===== src/rtl/cc_bank_stack.sv =====
// Nested condition-code register file: bank 0 for run mode plus LEVELS interrupt
// banks, selected by a nesting counter or an explicit bank index.
module cc_bank_stack #(
    parameter int CC_W    = 4,
    parameter int LEVELS  = 2,
    parameter int INHERIT = 0,
    parameter int LW      = $clog2(LEVELS + 1)
) (
    input  logic            CLK,
    input  logic            RESET_N,
    input  logic            FETCH,
    input  logic            CC_LD,
    input  logic            SEL_EN,
    input  logic [LW-1:0]   CC_SEL,
    input  logic [CC_W-1:0] CCIN,
    input  logic            INT_ENTER,
    input  logic            INT_EXIT,
    input  logic            CLR_ERR,
    output logic [CC_W-1:0] CCOUT,
    output logic [LW-1:0]   LEVEL,
    output logic            AT_MAX,
    output logic            OVF,
    output logic            UNF
);

    localparam int NB = LEVELS + 1;
    localparam logic [LW-1:0] MAX_LVL = LW'(LEVELS);

    logic [CC_W-1:0] bank_r   [NB];
    logic [CC_W-1:0] bank_nxt [NB];
    logic [LW-1:0]   level_r;
    logic [LW-1:0]   level_nxt;
    logic            ovf_r;
    logic            ovf_nxt;
    logic            unf_r;
    logic            unf_nxt;

    logic [LW-1:0]   idx_s;
    logic            idx_ok_s;
    logic            wr_s;
    logic            enter_s;
    logic            exit_s;
    logic            push_s;
    logic            pop_s;
    logic [CC_W-1:0] cur_s;
    logic [CC_W-1:0] out_val_s;
    logic [CC_W-1:0] rd_s;

    assign idx_s    = SEL_EN ? CC_SEL : level_r;
    assign idx_ok_s = (idx_s <= MAX_LVL);
    assign wr_s     = FETCH & CC_LD & idx_ok_s;
    assign enter_s  = INT_ENTER & ~INT_EXIT;
    assign exit_s   = INT_EXIT & ~INT_ENTER;
    assign push_s   = enter_s & (level_r != MAX_LVL);
    assign pop_s    = exit_s & (level_r != {LW{1'b0}});

    // Read mux for the addressed bank and the current (outgoing) bank.
    always_comb begin
        rd_s  = {CC_W{1'b0}};
        cur_s = {CC_W{1'b0}};
        for (int i = 0; i < NB; i++) begin
            if (idx_ok_s && (idx_s == LW'(i))) begin
                rd_s = bank_r[i];
            end else begin
                rd_s = rd_s;
            end
            if (level_r == LW'(i)) begin
                cur_s = bank_r[i];
            end else begin
                cur_s = cur_s;
            end
        end
    end

    // Outgoing bank value as it will stand after this edge, used for inheritance.
    assign out_val_s = (wr_s && (idx_s == level_r)) ? CCIN : cur_s;

    // Next-state for banks, level and sticky error flags.
    always_comb begin
        level_nxt = level_r;
        ovf_nxt   = ovf_r;
        unf_nxt   = unf_r;
        for (int i = 0; i < NB; i++) begin
            bank_nxt[i] = bank_r[i];
            if (push_s && (LW'(i) == level_r + LW'(1))) begin
                bank_nxt[i] = (INHERIT != 0) ? out_val_s : {CC_W{1'b0}};
            end else begin
                bank_nxt[i] = bank_nxt[i];
            end
            // An explicit write to the newly entered bank overrides clear/copy.
            if (wr_s && (LW'(i) == idx_s)) begin
                bank_nxt[i] = CCIN;
            end else begin
                bank_nxt[i] = bank_nxt[i];
            end
        end

        if (push_s) begin
            level_nxt = level_r + LW'(1);
        end else if (pop_s) begin
            level_nxt = level_r - LW'(1);
        end else begin
            level_nxt = level_r;
        end

        if (enter_s && (level_r == MAX_LVL)) begin
            ovf_nxt = 1'b1;
        end else if (CLR_ERR) begin
            ovf_nxt = 1'b0;
        end else begin
            ovf_nxt = ovf_r;
        end

        if (exit_s && (level_r == {LW{1'b0}})) begin
            unf_nxt = 1'b1;
        end else if (CLR_ERR) begin
            unf_nxt = 1'b0;
        end else begin
            unf_nxt = unf_r;
        end
    end

    // State registers.
    always_ff @(posedge CLK or negedge RESET_N) begin
        if (!RESET_N) begin
            for (int i = 0; i < NB; i++) begin
                bank_r[i] <= {CC_W{1'b0}};
            end
            level_r <= {LW{1'b0}};
            ovf_r   <= 1'b0;
            unf_r   <= 1'b0;
        end else begin
            for (int i = 0; i < NB; i++) begin
                bank_r[i] <= bank_nxt[i];
            end
            level_r <= level_nxt;
            ovf_r   <= ovf_nxt;
            unf_r   <= unf_nxt;
        end
    end

    assign CCOUT  = rd_s;
    assign LEVEL  = level_r;
    assign AT_MAX = (level_r == MAX_LVL);
    assign OVF    = ovf_r;
    assign UNF    = unf_r;

endmodule


===== config.mk =====
export PLATFORM = sky130hd
export DESIGN_NAME = cc_bank_stack
export DESIGN_NICKNAME = d
export VERILOG_FILES = /design/src/rtl/cc_bank_stack.sv
export SDC_FILE = /design/constraint.sdc
export NUM_CORES = 1
export LEC_CHECK = 0
export CELL_PAD_IN_SITES_DETAIL_PLACEMENT = 0
export CELL_PAD_IN_SITES_GLOBAL_PLACEMENT = 1
export CORE_MARGIN = 5
export CORE_UTILIZATION = 37
export CTS_CLUSTER_SIZE = 12
export DETAILED_ROUTE_END_ITERATION = 16
export PLACE_DENSITY_LB_ADDON = 0.1
export SLEW_MARGIN = 20
export SYNTH_ARGS = -nofsm -noshare
export SYNTH_HDL_FRONTEND = slang
export SYNTH_SLANG_ARGS = --single-unit

===== constraint.sdc =====
create_clock -name CLK -period 2.1 [get_ports CLK]
set_input_delay 0.525 -clock CLK [delete_from_list [all_inputs] [get_ports CLK]]
set_output_delay 0.525 -clock CLK [all_outputs]
set_load 0.005 [all_outputs]

==> summary.md, run 1 <==
| Metric | Value |
|---|---|
| Top Ports | 23 |
| CP Max Fanout | 4 |
| # DRC | 0 |
| TritonCTS Buffers | 3 |
| Post-route setup slack | 0.0276 ns |
| Vias/cell | 4.98 |
| Top-area cell type share of the netlist area | 41.3% |
| WS Path Type | primary input to output port |
| Final #Nets | 149 |
| Rows | 18 |
| Fin crit period | 2.07 ns |
| Register area share after synthesis | 41.3% |
| CTS tree | yes |
| Hold Crit Class | flip-flop to flip-flop |
| Detailed Route WL | 2240 um |
| # diodes | 0 |
| PwrDens | 1070 nW/um2 |
| PortBufs | 22 |
| # fillers | 233 |
| Async S/R FF share, synth | 100% |
| Wire length on met2 | 1160 um |
| Final-report max-slew violation count | 0 |
| Mapped Area | 968 um2 |
| Fmax achieved | 483 MHz |
| Synth area leaders | dfrtp_1 (41%), mux2i_1 (17%), ha_1 (6.5%) |
| CP peak stage delay | 0.19 ns |
| CTS Root Cell | clkbuf_4 |
| Cells after DPL | 152 |
| Synth Flop Type | dfrtp_1 |
| Worst EP arrival | 1.55 ns |
| Area grow syn2layout | 40.1% |
| Crit path cell chain | clkdlybuf4s15_1 -> mux2i_2 -> buf_4 -> buf_6 -> mux2i_2 -> o2bb2ai_1 -> buf_2 |
| Lkg Pwr | 0.654 nW |
| Fin crit share | 98.7% |
| TritonRoute pass-1 iters | 4 |
| Most frequent CP cell | mux2i_2 |
| CTS Sinks | 16 |
| CP max-delay cell | mux2i_2 |
| Drt first-iter violations | 12 |
| Largest area contributor in the netlist | dfrtp_1 |
| WP data required | 1.57 ns |
| Main combinational cell family by area after synthesis | multiplexers |
| Crit. End Element | output port |
| Non-Filler Instances | 159 |
| Gpl congestion | 0.740 |
| Final hold violation count | 0 |
| Max_cap viols | 0 |
| Ys Warns | 0 |
| GR Overflow Total | 0 |
| Via Count | 792 |
| Syn Area/Cell | 10.6 um2 |
| Die area | 3740 um2 |
| Worst Tran Pin Value | 0.621 ns |
| Met1 wire length | 974 um |
| Unrepaired setup endpoints after global routing | yes |
| Antenna violations before repair | 0 |
| CORE AREA | 2500 um2 |
| CTS Buffer Depth | 2 |
| Total power draw | 0.00146 W |
| DR WL met3 | 90 um |
| Status | complete, no violations |
| Vias in the first global route | 790 |
| Final antenna-violating net count | 0 |
| Adder-Cell Fraction of Synth Area | 6.46% |
| Xor/xnor share of the synthesized area | 0.904% |
| First-pass GRT wire length | 3690 um |
| Layout cells sized above 1 | 22.5% |
| Complex-gate fraction of the synthesized area | 9.95% |
| Die height | 61.2 um |
| Pin count of the biggest net entering global routing | 17 |
| Syn Nets | 110 |
| Synth cell types | 27 |
| Startpoint types | primary input |
| Avg WL per Cell | 14.1 um |
| Synth Register Bits | 16 |
| Worst slack, placed | -0.709 ns |
| GRT Util Overall | 13.4% |
| Mapped Cells | 91 |
| Post-DP HPWL | 1760 um |
| Clock Skews | 0.000599 ns |
| Initial Util | 38.7% |
| Number of flops mapped to enable cells by yosys | 0 |
| Top routing layer in use | met4 |
| VDD IR max | 0.000510 V |
| Clk slew on worst S/H paths | 0.10 ns |
| Post-synthesis mux area share | 19.1% |
| Post-Synth Simple-Gate Area | 17.1% |
| Skew-Pair Late Insertion Delay | 0.28 ns |
| Die width | 61.2 um |
| CTS H-tree lvls | 1 |
| Most instantiated cells after synthesis | dfrtp_1 (16), mux2i_1 (16), nand2_1 (14) |
| Final setup violation count | 0 |
| Slew HR | 58.5% |
## logic make-up after synthesis
group	Yosys count
buf+inv	11
simple gates	28
mux	18
xor+xnor	1
flops	16
compound gates	12
fa+ha+maj	5
## layer usage
layer	vias up	track usage, %
met5	-	0
met1	386	16.7
met3	2	2.52
met2	12	23.9
met4	0	2.79
li1	392	-
## per-stage QoR
step	area, um2	TNS (ns)	util, %	hold WS (ns)
after floorplan	968	0	-	0.229
after global placement	1310	-3.15	52.2	0.511
after detailed placement	1310	-3.32	52.2	0.521
after CTS	1360	0	54.3	0.536
after global routing	1360	-0.0709	54.3	0.560
final	1360	0	54.3	0.533
## sequential cells by signal, summed over array words and instances, names as in the netlist
signal  cells
bank_r     12
LEVEL       2
OVF         1
UNF         1
## critical path: cells and delay by family
family	cells	cell delay [ns]
buffers and inverters	4	0.58
muxes	2	0.36
AOI/OAI and AO/OA	1	0.07
## path summary, 6_finish.rpt
kind                                             from  slack, ns                      to  cells past startpoint
worst max-delay path                        CC_SEL[1]       0.03                CCOUT[3]                      7
worst min-delay path            bank_r[8]$_DFFE_PN0P_       0.53   bank_r[8]$_DFFE_PN0P_                      2
worst max register to register   LEVEL[0]$_DFFE_PN0P_       0.29   bank_r[3]$_DFFE_PN0P_                      7
worst min register to register  bank_r[8]$_DFFE_PN0P_       0.53   bank_r[8]$_DFFE_PN0P_                      2
max in group asynchronous                     RESET_N       1.36  bank_r[10]$_DFFE_PN0P_                      2
min in group asynchronous                     RESET_N       0.55   bank_r[3]$_DFFE_PN0P_                      2
## cell usage in the layout, fill, tap and decap left out, types with 2 or more instances in the layout
master           instances
nand3b_1                 3
dlygate4sd2_1            2
inv_1                    8
clkdlybuf4s50_1         14
o2bb2ai_1                4
o21ai_0                  2
buf_2                    2
ha_1                     5
nand2_1                 14
clkbuf_2                 2
or4bb_1                  3
mux2i_1                 15
mux2i_2                  2
nor3b_1                  2
buf_6                    2
clkbuf_4                 3
buf_4                   12
dfrtp_1                 16
## cell type report
| class | count | area [um2] | share of cell area (%) |
|---|---|---|---|
| Multi-Input combinational cell | 64 | 528 | 38.9 |
| Inverter | 9 | 33.8 | 2.49 |
| Sequential cell | 16 | 400 | 29.5 |
| Tap cell | 30 | 37.5 | 2.77 |
| Timing Repair Buffer | 36 | 320 | 23.6 |
| Clock buffer | 4 | 36.3 | 2.68 |
## timing repair
action / 4_1_cts / 5_1_grt
endpoints found under the setup margin: 5 / 4
pin swaps: 2 / 0
gates resized for setup: 25 / 5
hold endpoints to repair: 0 / 0
gates cloned: 0 / 0
buffers inserted: 3 / 0
hold buffers: 0 / 0
## where the power goes
group	total, W	leakage, nW	internal [W]	switching (W)
clock	0.000204	0.0210	0.000105	0.0000987
sequential	0.000514	0.204	0.000440	0.0000742
combinational	0.000739	0.429	0.000405	0.000334
Note: power is estimated with default switching activity, not from simulation.
==> run 2: changes to the inputs <==
--- a/config.mk
+++ b/config.mk
@@ -8,10 +8,10 @@
 export CELL_PAD_IN_SITES_DETAIL_PLACEMENT = 0
 export CELL_PAD_IN_SITES_GLOBAL_PLACEMENT = 1
 export CORE_MARGIN = 5
-export CORE_UTILIZATION = 37
+export CORE_UTILIZATION = 30
 export CTS_CLUSTER_SIZE = 12
 export DETAILED_ROUTE_END_ITERATION = 16
-export PLACE_DENSITY_LB_ADDON = 0.1
+export PLACE_DENSITY = 0.61
 export SLEW_MARGIN = 20
 export SYNTH_ARGS = -nofsm -noshare
 export SYNTH_HDL_FRONTEND = slang
==> run 2 against run 1 <==
Compared with the run above: the flow now finishes with violations (setup timing); via count fell by 2.4%; first-iteration DRC count rose by 110%; die area rose by 19%; flip-flop and latch count did not move; largest cell class unchanged; highest routed layer unchanged.
==> summary.md, run 2 (synthesized netlist as in run 1, its figures left out) <==
| Metric | Value |
|---|---|
| Status | finished with violations |
| Failing checks | setup timing |
| Non-Filler Instances | 174 (+9.4%) |
| WS Path Type | primary input to output port |
| Vias/cell | 4.44 (-11%) |
| Worst slack, placed | -0.736 ns (-0.0272 ns) |
| TritonRoute pass-1 iters | 4 (unchanged) |
| Rows | 20 (+2) |
| Placed cell area | 1320 um2 (+1.3%) |
| Startpoint types | primary input |
| Area grow syn2layout | 42.5% |
| Final hold violation count | 0 (unchanged) |
| First-pass GRT wire length | 3890 um (+5.4%) |
| Number of flip-flops under the largest register name | 12 (unchanged) |
| Post-DP HPWL | 1740 um (-0.82%) |
| Worst EP arrival | 1.59 ns (+0.04 ns) |
| Top Ports | 23 (unchanged) |
| Via Count | 773 (-2.4%) |
| CTS Root Cell | clkbuf_4 |
| CTS H-tree lvls | 1 (unchanged) |
| CORE AREA | 3080 um2 (+23%) |
| Initial Util | 31.5% (-7.3 points) |
| Layout cells sized above 1 | 23.8% (+1.4 points) |
| Drt first-iter violations | 25 (+13) |
| Reg2reg start | LEVEL[0]$_DFFE_PN0P_ |
| # DRC | 0 (unchanged) |
| # fillers | 312 (+34%) |
| TritonCTS Buffers | 3 (unchanged) |
| Clk slew on worst S/H paths | 0.10 ns (about the same) |
| Final-report max-slew violation count | 0 (unchanged) |
| Lkg Pwr | 0.661 nW (+0.99%) |
| Clock Skews | 0.000963 ns (+0.000364 ns) |
| Commonest cells after routing, fill and taps aside | dfrtp_1 (16), mux2i_1 (16), nand2_1 (14), clkdlybuf4s50_1 (14), buf_4 (13) |
| Final antenna-violating net count | 0 (unchanged) |
| GRT Util Overall | 11.7% (-1.7 points) |
| WP data required | 1.57 ns (about the same) |
| R2R setup slack | 0.33 ns (+0.04 ns) |
| PwrDens | 1060 nW/um2 (-1.1%) |
| Pin count of the biggest net entering global routing | 17 (unchanged) |
| Max_cap viols | 0 (unchanged) |
| CTS tree | yes |
| Fin crit share | 101% (+2.1 points) |
| Fin crit period | 2.12 ns (+0.0437 ns) |
| Die area | 4460 um2 (+19%) |
| Final #Nets | 150 (+0.67%) |
| Hold-fix buffers, CTS | 0 (unchanged) |
| Die height | 66.8 um (+9.2%) |
| Gpl congestion | 0.762 (+3.1%) |
| Detailed Route WL | 2250 um (+0.40%) |
| Post-route setup slack | -0.0161 ns (-0.0437 ns) |
| # diodes | 0 (unchanged) |
| Skew-Pair Late Insertion Delay | 0.29 ns (about the same) |
| Worst Tran Pin Value | 0.594 ns (-0.0269 ns) |
| Unrepaired setup endpoints after global routing | yes |
| Fin Setup TNS | -0.0161 ns (-0.0161 ns) |
| Final setup violation count | 1 (+1) |
| Hold Crit Class | flip-flop to flip-flop |
| Avg WL per Cell | 12.9 um (-8.3%) |
| Vias in the first global route | 810 (+2.5%) |
| CTS Sinks | 16 (unchanged) |
| Worst hold margin | 0.532 ns (-0.000357 ns) |
| Fmax achieved | 473 MHz (-2.1%) |
| CP Max Fanout | 4 (unchanged) |
| Die width | 66.8 um (+9.2%) |
| Critical Path Source | SEL_EN |
| VDD IR max | 0.000400 V (-21%) |
| Cells after DPL | 166 (+9.2%) |
| Reg with most FFs | bank_r |
| Min-delay src | UNF$_DFFE_PN0P_ |
| Crit. End Element | output port |
| Antenna violations before repair | 0 (unchanged) |
| PortBufs | 22 (unchanged) |
| Final Cell Area | 1380 um2 (+1.8%) |
| GR Overflow Total | 0 (unchanged) |
| Slew HR | 60.3% (+1.8 points) |
| CTS Buffer Depth | 2 (unchanged) |
==> run 2: metal layers <==
metal | vias up | track usage (%) | routed length [um]
li1 | 395 | - | -
met1 | 358 | 14.9 | 1020
met2 | 16 | 18.3 | 1050
met3 | 4 | 4.05 | 135
met4 | 0 | 3.81 | 31
met5 | - | 0 | 0
==> run 2: area by class of cell <==
cell class                 count  area, um2  area share [%]
clock buffer                   4       36.3            2.63
multi-input combinational     64        533            38.6
timing repair buffer          37        322            23.3
sequential                    16        400            29.0
tap                           44       55.1            3.99
inverter                       9       33.8            2.45
==> run 2: repair_timing <==
item                       4_1_cts  5_1_grt
setup endpoints to repair        5        4
buffers inserted                 5        0
resized for setup               29        1
pin swaps                        3        2
==> run 2: worst paths after layout <==
kind                                                to  depth (start not counted)
worst min-delay path                   UNF$_DFFE_PN0P_                          2
min in group asynchronous       bank_r[11]$_DFFE_PN0P_                          2
worst min register to register         UNF$_DFFE_PN0P_                          2
worst max register to register  bank_r[11]$_DFFE_PN0P_                          7
max in group asynchronous              UNF$_DFFE_PN0P_                          2
worst max-delay path                          CCOUT[2]                          7
==> run 2: power by group <==
part,switching (W),internal [W]
clock network,0.000104,0.000106
logic,0.000339,0.000408
registers,0.0000700,0.000440
total,0.000513,0.000953
==> run 2: critical path, cell delays in order <==
cell	delay, ns
buf_2	0.13
mux2i_2	0.26
buf_4	0.18
buf_4	0.11
mux2i_1	0.18
o2bb2ai_1	0.07
buf_2	0.13
==> run 2: metrics by stage <==
stage               power, W  util (%)
floorplan           0.000894         -
global placement     0.00125      43.0
detailed placement   0.00126      43.0
CTS                  0.00148      44.9
global route         0.00159      44.8
finish               0.00147      44.8
